`src/rtl/hazard_ctrl.sv`:
```
// Pipeline hazard controller: load-use stalls, taken-branch flushes and data-memory
// freezes for the 5-stage core, plus saturating event counters.
module hazard_ctrl #(
    parameter int unsigned LOAD_STALLS = 1,
    parameter int unsigned CNT_W       = 16
) (
    input  logic             clk,
    input  logic             rst_n,
    input  logic [4:0]       id_rs,
    input  logic [4:0]       id_rt,
    input  logic             id_uses_rt,
    input  logic             ex_mem_read,
    input  logic [4:0]       ex_rt,
    input  logic             branch_taken,
    input  logic             mem_busy,
    input  logic             cnt_clr,
    output logic             pc_write,
    output logic             ifid_write,
    output logic             ifid_flush,
    output logic             idex_write,
    output logic             idex_bubble,
    output logic             exmem_write,
    output logic             memwb_bubble,
    output logic [CNT_W-1:0] stall_cnt,
    output logic [CNT_W-1:0] flush_cnt,
    output logic [CNT_W-1:0] freeze_cnt
);

    typedef enum logic [0:0] {StRun, StLstall} state_e;

    localparam logic [2:0]       RemInit = 3'(LOAD_STALLS - 1);
    localparam logic [CNT_W-1:0] CntMax  = '1;

    state_e     state_q, state_d;
    logic [2:0] rem_q, rem_d;

    logic lu;
    logic freeze;
    logic flush;
    logic stall;

    assign lu = ex_mem_read && (ex_rt != 5'd0) &&
                ((ex_rt == id_rs) || (id_uses_rt && (ex_rt == id_rt)));

    // Gating with rst_n makes the NORMAL pattern visible throughout reset.
    assign freeze = rst_n && mem_busy;
    assign flush  = rst_n && !mem_busy && branch_taken;
    assign stall  = rst_n && !mem_busy && !branch_taken && (lu || (state_q == StLstall));

    always_comb begin
        pc_write     = 1'b1;
        ifid_write   = 1'b1;
        ifid_flush   = 1'b0;
        idex_write   = 1'b1;
        idex_bubble  = 1'b0;
        exmem_write  = 1'b1;
        memwb_bubble = 1'b0;
        if (freeze) begin
            pc_write     = 1'b0;
            ifid_write   = 1'b0;
            idex_write   = 1'b0;
            exmem_write  = 1'b0;
            memwb_bubble = 1'b1;
        end else if (flush) begin
            ifid_flush  = 1'b1;
            idex_bubble = 1'b1;
        end else if (stall) begin
            pc_write    = 1'b0;
            ifid_write  = 1'b0;
            idex_bubble = 1'b1;
        end
    end

    always_comb begin
        state_d = state_q;
        rem_d   = rem_q;
        if (freeze) begin
            state_d = state_q;
            rem_d   = rem_q;
        end else if (flush) begin
            state_d = StRun;
            rem_d   = 3'd0;
        end else if (stall) begin
            if (state_q == StRun) begin
                if (LOAD_STALLS > 1) begin
                    state_d = StLstall;
                    rem_d   = RemInit;
                end
            end else begin
                // Bubble count is fixed at entry; lu is deliberately not rechecked here.
                rem_d = rem_q - 3'd1;
                if (rem_q == 3'd1) begin
                    state_d = StRun;
                end
            end
        end
    end

    always_ff @(posedge clk or negedge rst_n) begin
        if (!rst_n) begin
            state_q <= StRun;
            rem_q   <= 3'd0;
        end else begin
            state_q <= state_d;
            rem_q   <= rem_d;
        end
    end

    function automatic logic [CNT_W-1:0] sat_next(input logic [CNT_W-1:0] cnt,
                                                 input logic clr, input logic inc);
        if (clr) begin
            return '0;
        end else if (inc && (cnt != CntMax)) begin
            return cnt + 1'b1;
        end
        return cnt;
    endfunction

    always_ff @(posedge clk or negedge rst_n) begin
        if (!rst_n) begin
            stall_cnt  <= '0;
            flush_cnt  <= '0;
            freeze_cnt <= '0;
        end else begin
            stall_cnt  <= sat_next(stall_cnt, cnt_clr, stall);
            flush_cnt  <= sat_next(flush_cnt, cnt_clr, flush);
            freeze_cnt <= sat_next(freeze_cnt, cnt_clr, freeze);
        end
    end

endmodule

```
`config.mk`:
```
export PLATFORM = sky130hd
export DESIGN_NAME = hazard_ctrl
export DESIGN_NICKNAME = d
export VERILOG_FILES = /design/src/rtl/hazard_ctrl.sv
export SDC_FILE = /design/constraint.sdc
export NUM_CORES = 1
export LEC_CHECK = 0
export BUFFER_PORTS_ARGS = -buffer_cell sky130_fd_sc_hd__buf_2
export CAP_MARGIN = 20
export CORE_MARGIN = 1
export CORE_UTILIZATION = 30
export CTS_CLUSTER_DIAMETER = 120
export DETAILED_ROUTE_END_ITERATION = 10
export GPL_TIMING_DRIVEN = 0
export PLACE_DENSITY_LB_ADDON = 0.2
export SYNTH_ARGS = -nofsm -noshare
export SYNTH_HDL_FRONTEND = slang
export SYNTH_SLANG_ARGS = --single-unit
```
`constraint.sdc`:
```
create_clock -name clk -period 2.7 [get_ports clk]
set_clock_uncertainty 0.15 [all_clocks]
set_input_delay 0 -clock clk [delete_from_list [all_inputs] [get_ports clk]]
set_output_delay 0 -clock clk [all_outputs]
set_load 0.01 [all_outputs]
```
* Word-level counts from Yosys, hierarchy flattened
Index checks and enable logic that the tools add are counted.
Word-level totals: register bits 52, bits of input ports 22, output and inout port bits 55
Operators by class: $add $sub $neg 4, equality and inequality tests 6, multiplexer cells 29, bitwise logic cells 1, reduce and logical (&&, ||, !) cells 20
Operators with widths (count):
- 16-bit two-way mux | 6
- 16-bit by 1-bit adder with 16-bit output (second input constant) | 3
- 16-bit inequality test (second input constant) | 3
- 1-bit two-way mux | 20
- 1-bit logical AND | 11
- 5-bit == test | 2
- 3-bit two-way mux | 3
- 5-bit nonzero test | 1
- 2-bit nonzero test | 2
- 3-bit by 1-bit == test with 1-bit output (second input constant) | 1
- 3-bit AND reduction | 1
- 3-bit by 1-bit subtractor with 3-bit output (second input constant) | 1
- 1-bit logical NOT | 2
- 1-bit logical OR | 2
- 2-bit AND reduction | 1
- 1-bit NOT | 1

* Longest topological paths before layout
word-level depth 9, depth in mapped cells 8, depth with buffers taken out 7

* Worst setup path before layout
OpenSTA, ideal clock, no wires.
path kind reg-to-reg, start point register stall_cnt[0], end point register stall_cnt[15], arrival time 1.819 ns, path slack 0.606 ns, stages on the path, launching flop included 8, buffers on the path 1, path through dfrtp_1 ha_1 and2_1 nand4_1 nand4_1 buf_2 nor4_1 mux2_4
On the way: longest elaborated chain between the ends 4, elaborated cells between the ends (all ways) 7
RTL lines:
- start, declared | RTL line 24 | output logic [CNT_W-1:0] stall_cnt,
- start signal, assigned | RTL line 125 | stall_cnt <= sat_next(stall_cnt, cnt_clr, stall);
- branches (longest 4 deep; another with 16-bit by 1-bit adder with 16-bit output)
Parallel ways; which one is timed is not known. The select of a mux whose other input is x is not followed. A chain may end at the register's enable or synchronous reset.

* Worst setup path in the final report
start point input port rst_n, end point register stall_cnt[6]
On the way: longest elaborated chain between the ends 6
RTL lines:
- start, declared | RTL line 8 | input logic rst_n,
- 1-bit logical AND (3 in a row) | RTL line 48 | assign stall = rst_n && !mem_busy && !branch_taken && (lu || (state_q == StLstall));
- 1-bit logical AND | RTL line 113 | end else if (inc && (cnt != CntMax)) begin
- 1-bit two-way mux | RTL line 113
- 1-bit two-way mux | RTL line 111 | if (clr) begin
Every way passes these cells.

==> metrics <==
count of flip-flops with a built-in enable after synthesis 0; DIE AREA 0.0102 mm2; Max FO, Critical Path 18; CP arrival 2.52 ns; ant diodes 0; Syn Std Cell Area 0.00295 mm2; hpwl dp 5.31 mm; flop-to-flop setup slack 0.28 ns; placed cell count 523; Clock Path Buffers 2; Finished Layout Cells 534; Pwr per Cell Area 407 mW/mm2; I/O pin count 77; max-capacitance violation count 0; most common cell after layout, fill and taps aside buf_2; Cells after Synth 318; CP Class in2reg; Clk pin slew, worst setup/hold paths 0.11 ns; CTS H-tree depth 2; Initial Util 31.4%; path type of the worst min-delay path in2async; asr flop ratio synth 100%; Clk Latency, worst-skew pair 0.32 ns; tightest hold margin 0.0152 ns; GRT Overall Usage 15.5%; Mean Syn Cell Area 9.27 um2; Worst Path Required 2.77 ns; largest net degree at the start of global routing 36; Crit. End Element register; CTS buffer count 5; RSZ-0062 raised after global routing no; clk sinks 52; Die Y 101 um; Final Wtd Congestion 0.736; maximum vdd drop 308 uV; Core ar. 0.00937 mm2; vias per cell 4.93; Pleak 0.00164 uW; crit path launch rst_n; post-synth cell types 42; status finished clean; crit path launch type input port; initial antenna violation count 0; post-synthesis sequential area ratio 44.2%; Syn Nets 345; first-pass GRT wire length 12.4 mm; row cnt 35; flops & latches, synth 52; YS warnings 0; final hold violations 0; gr ovfl total 0; worst r2r src freeze_cnt[0]; most frequent cells in the layout 78 x buf_2, 52 x dfrtp_1, 41 x nor2_1; Final Max Tran Viols 0; Remaining DRCs 0; min Tclk post-route 2.45 ns; DR pass1 iterations 4; Die X 101 um; vias in the first global route 2,502; Top FF cell, synth dfrtp_1; Buffers on Ports 75; Root Driver clkbuf_8; final wirelength 7.56 mm; CTS tree built; DR iter-0 viols 52; Tightest Pin Transition 0.666 ns; Final nets 431; antenna-violating nets left 0; DR WL/cell 14.1 um; Vias 2,631; share of cells above drive strength 1 25.7%; Max Freq 0.408 GHz; fin crit share 90.8%; Slew headroom 55.3%; area grow syn2layout 24.1%; setup violators final 0
-- timing repair --
| item | CTS | global route |
|---|---|---|
| setup buffers | 0 | 0 |
| hold endpoints to repair | 56 | 0 |
| hold buffers | 3 | 0 |
| gates resized for setup | 0 | 1 |
| setup endpoints to repair | 0 | 1 |
-- cells by family (layout without fill, tap and decap cells) --
group	after synthesis	after routing	share of synthesized area, %
compound gates	43	43	9.13
xor+xnor	36	36	10.7
fa+ha+maj	5	5	2.12
buf+inv	24	111	3.69
flops	52	52	44.2
mux	9	9	3.99
simple gates	149	149	26.2
-- stage by stage --
step / setup WS (ns) / area (um2) / total power (uW) / utilization (%) / setup TNS (ns)
final: 0.249 / 3660 / 1490 / 39.0 / 0
after global routing: 0.0316 / 3660 / 1550 / 39.0 / 0
after CTS: 0.152 / 3650 / 1510 / 39.0 / 0
after detailed placement: 0.178 / 3500 / 927 / 37.4 / 0
after global placement: -0.328 / 3480 / 923 / 37.2 / -3.99
after floorplan: 0.606 / 2950 / 861 / - / 0
-- power by group --
| part | internal, uW | switching [uW] |
|---|---|---|
| Sequential | 781 | 3.55 |
| Combinational | 51.0 | 79.4 |
| Clock | 281 | 293 |
| Total | 1110 | 376 |
-- path summary, 6_finish.rpt --
path	endpoint	cells after the start
worst min register to register	rem_q[2]	1
worst min-delay path	stall_cnt[4]	2
max in group asynchronous	flush_cnt[12]	4
worst max-delay path	stall_cnt[6]	8
min in group clk	stall_cnt[4]	3
worst max register to register	freeze_cnt[13]	8
-- metal layers --
layer  up-vias  track usage, %  wire [um]
li1       1294               -          -
met1      1248            20.9       3580
met2        81            25.1       3460
met3         8            3.95        462
met4         0            3.46         45
met5         -               0          0
-- cell type report --
| class | instances | area [um2] |
|---|---|---|
| buffer | 15 | 75.1 |
| clock buffer | 6 | 72.6 |
| clock inverter | 2 | 38.8 |
| fill | 988 | 5710 |
| inverter | 9 | 33.8 |
| multi-input combinational | 242 | 1540 |
| sequential | 52 | 1300 |
| tap | 129 | 161 |
| timing repair buffer | 79 | 435 |
-- worst max-delay path: stages --
cell and delay, ns:
dlygate4sd3_1 0.52, buf_2 0.41, buf_12 0.18, nand2b_1 0.14
nand2b_1 0.19, clkbuf_1 0.25, nor4_1 0.45, mux2_2 0.38
-- synthesized netlist by cell type, types with 3 or more instances --
library cell | count | share of area [%]
nand2_1 | 24 | 3.1
nor2b_1 | 6 | 1.3
xor2_1 | 13 | 3.9
nand3_1 | 15 | 2.5
nor3_1 | 8 | 1.4
o31ai_1 | 5 | 1.3
ha_1 | 5 | 2.1
nor4_1 | 10 | 2.1
xnor2_1 | 23 | 6.8
dfrtp_1 | 52 | 44
or4_1 | 6 | 1.5
o21ai_0 | 11 | 1.9
mux2_4 | 5 | 2.5
nand4_1 | 16 | 3.4
and4_1 | 6 | 1.8
clkbuf_1 | 9 | 1.1
or3_1 | 4 | 0.85
nor2_1 | 42 | 5.4
a21oi_1 | 15 | 2.5
inv_1 | 9 | 1.1
buf_2 | 3 | 0.51
and2_1 | 3 | 0.64
-- flip-flops by register name, indices dropped and copies added (netlist names) --
register,cells
state_q,1
freeze_cnt,16
flush_cnt,16
rem_q,3
stall_cnt,16
(Power assumes the default switching activity.)
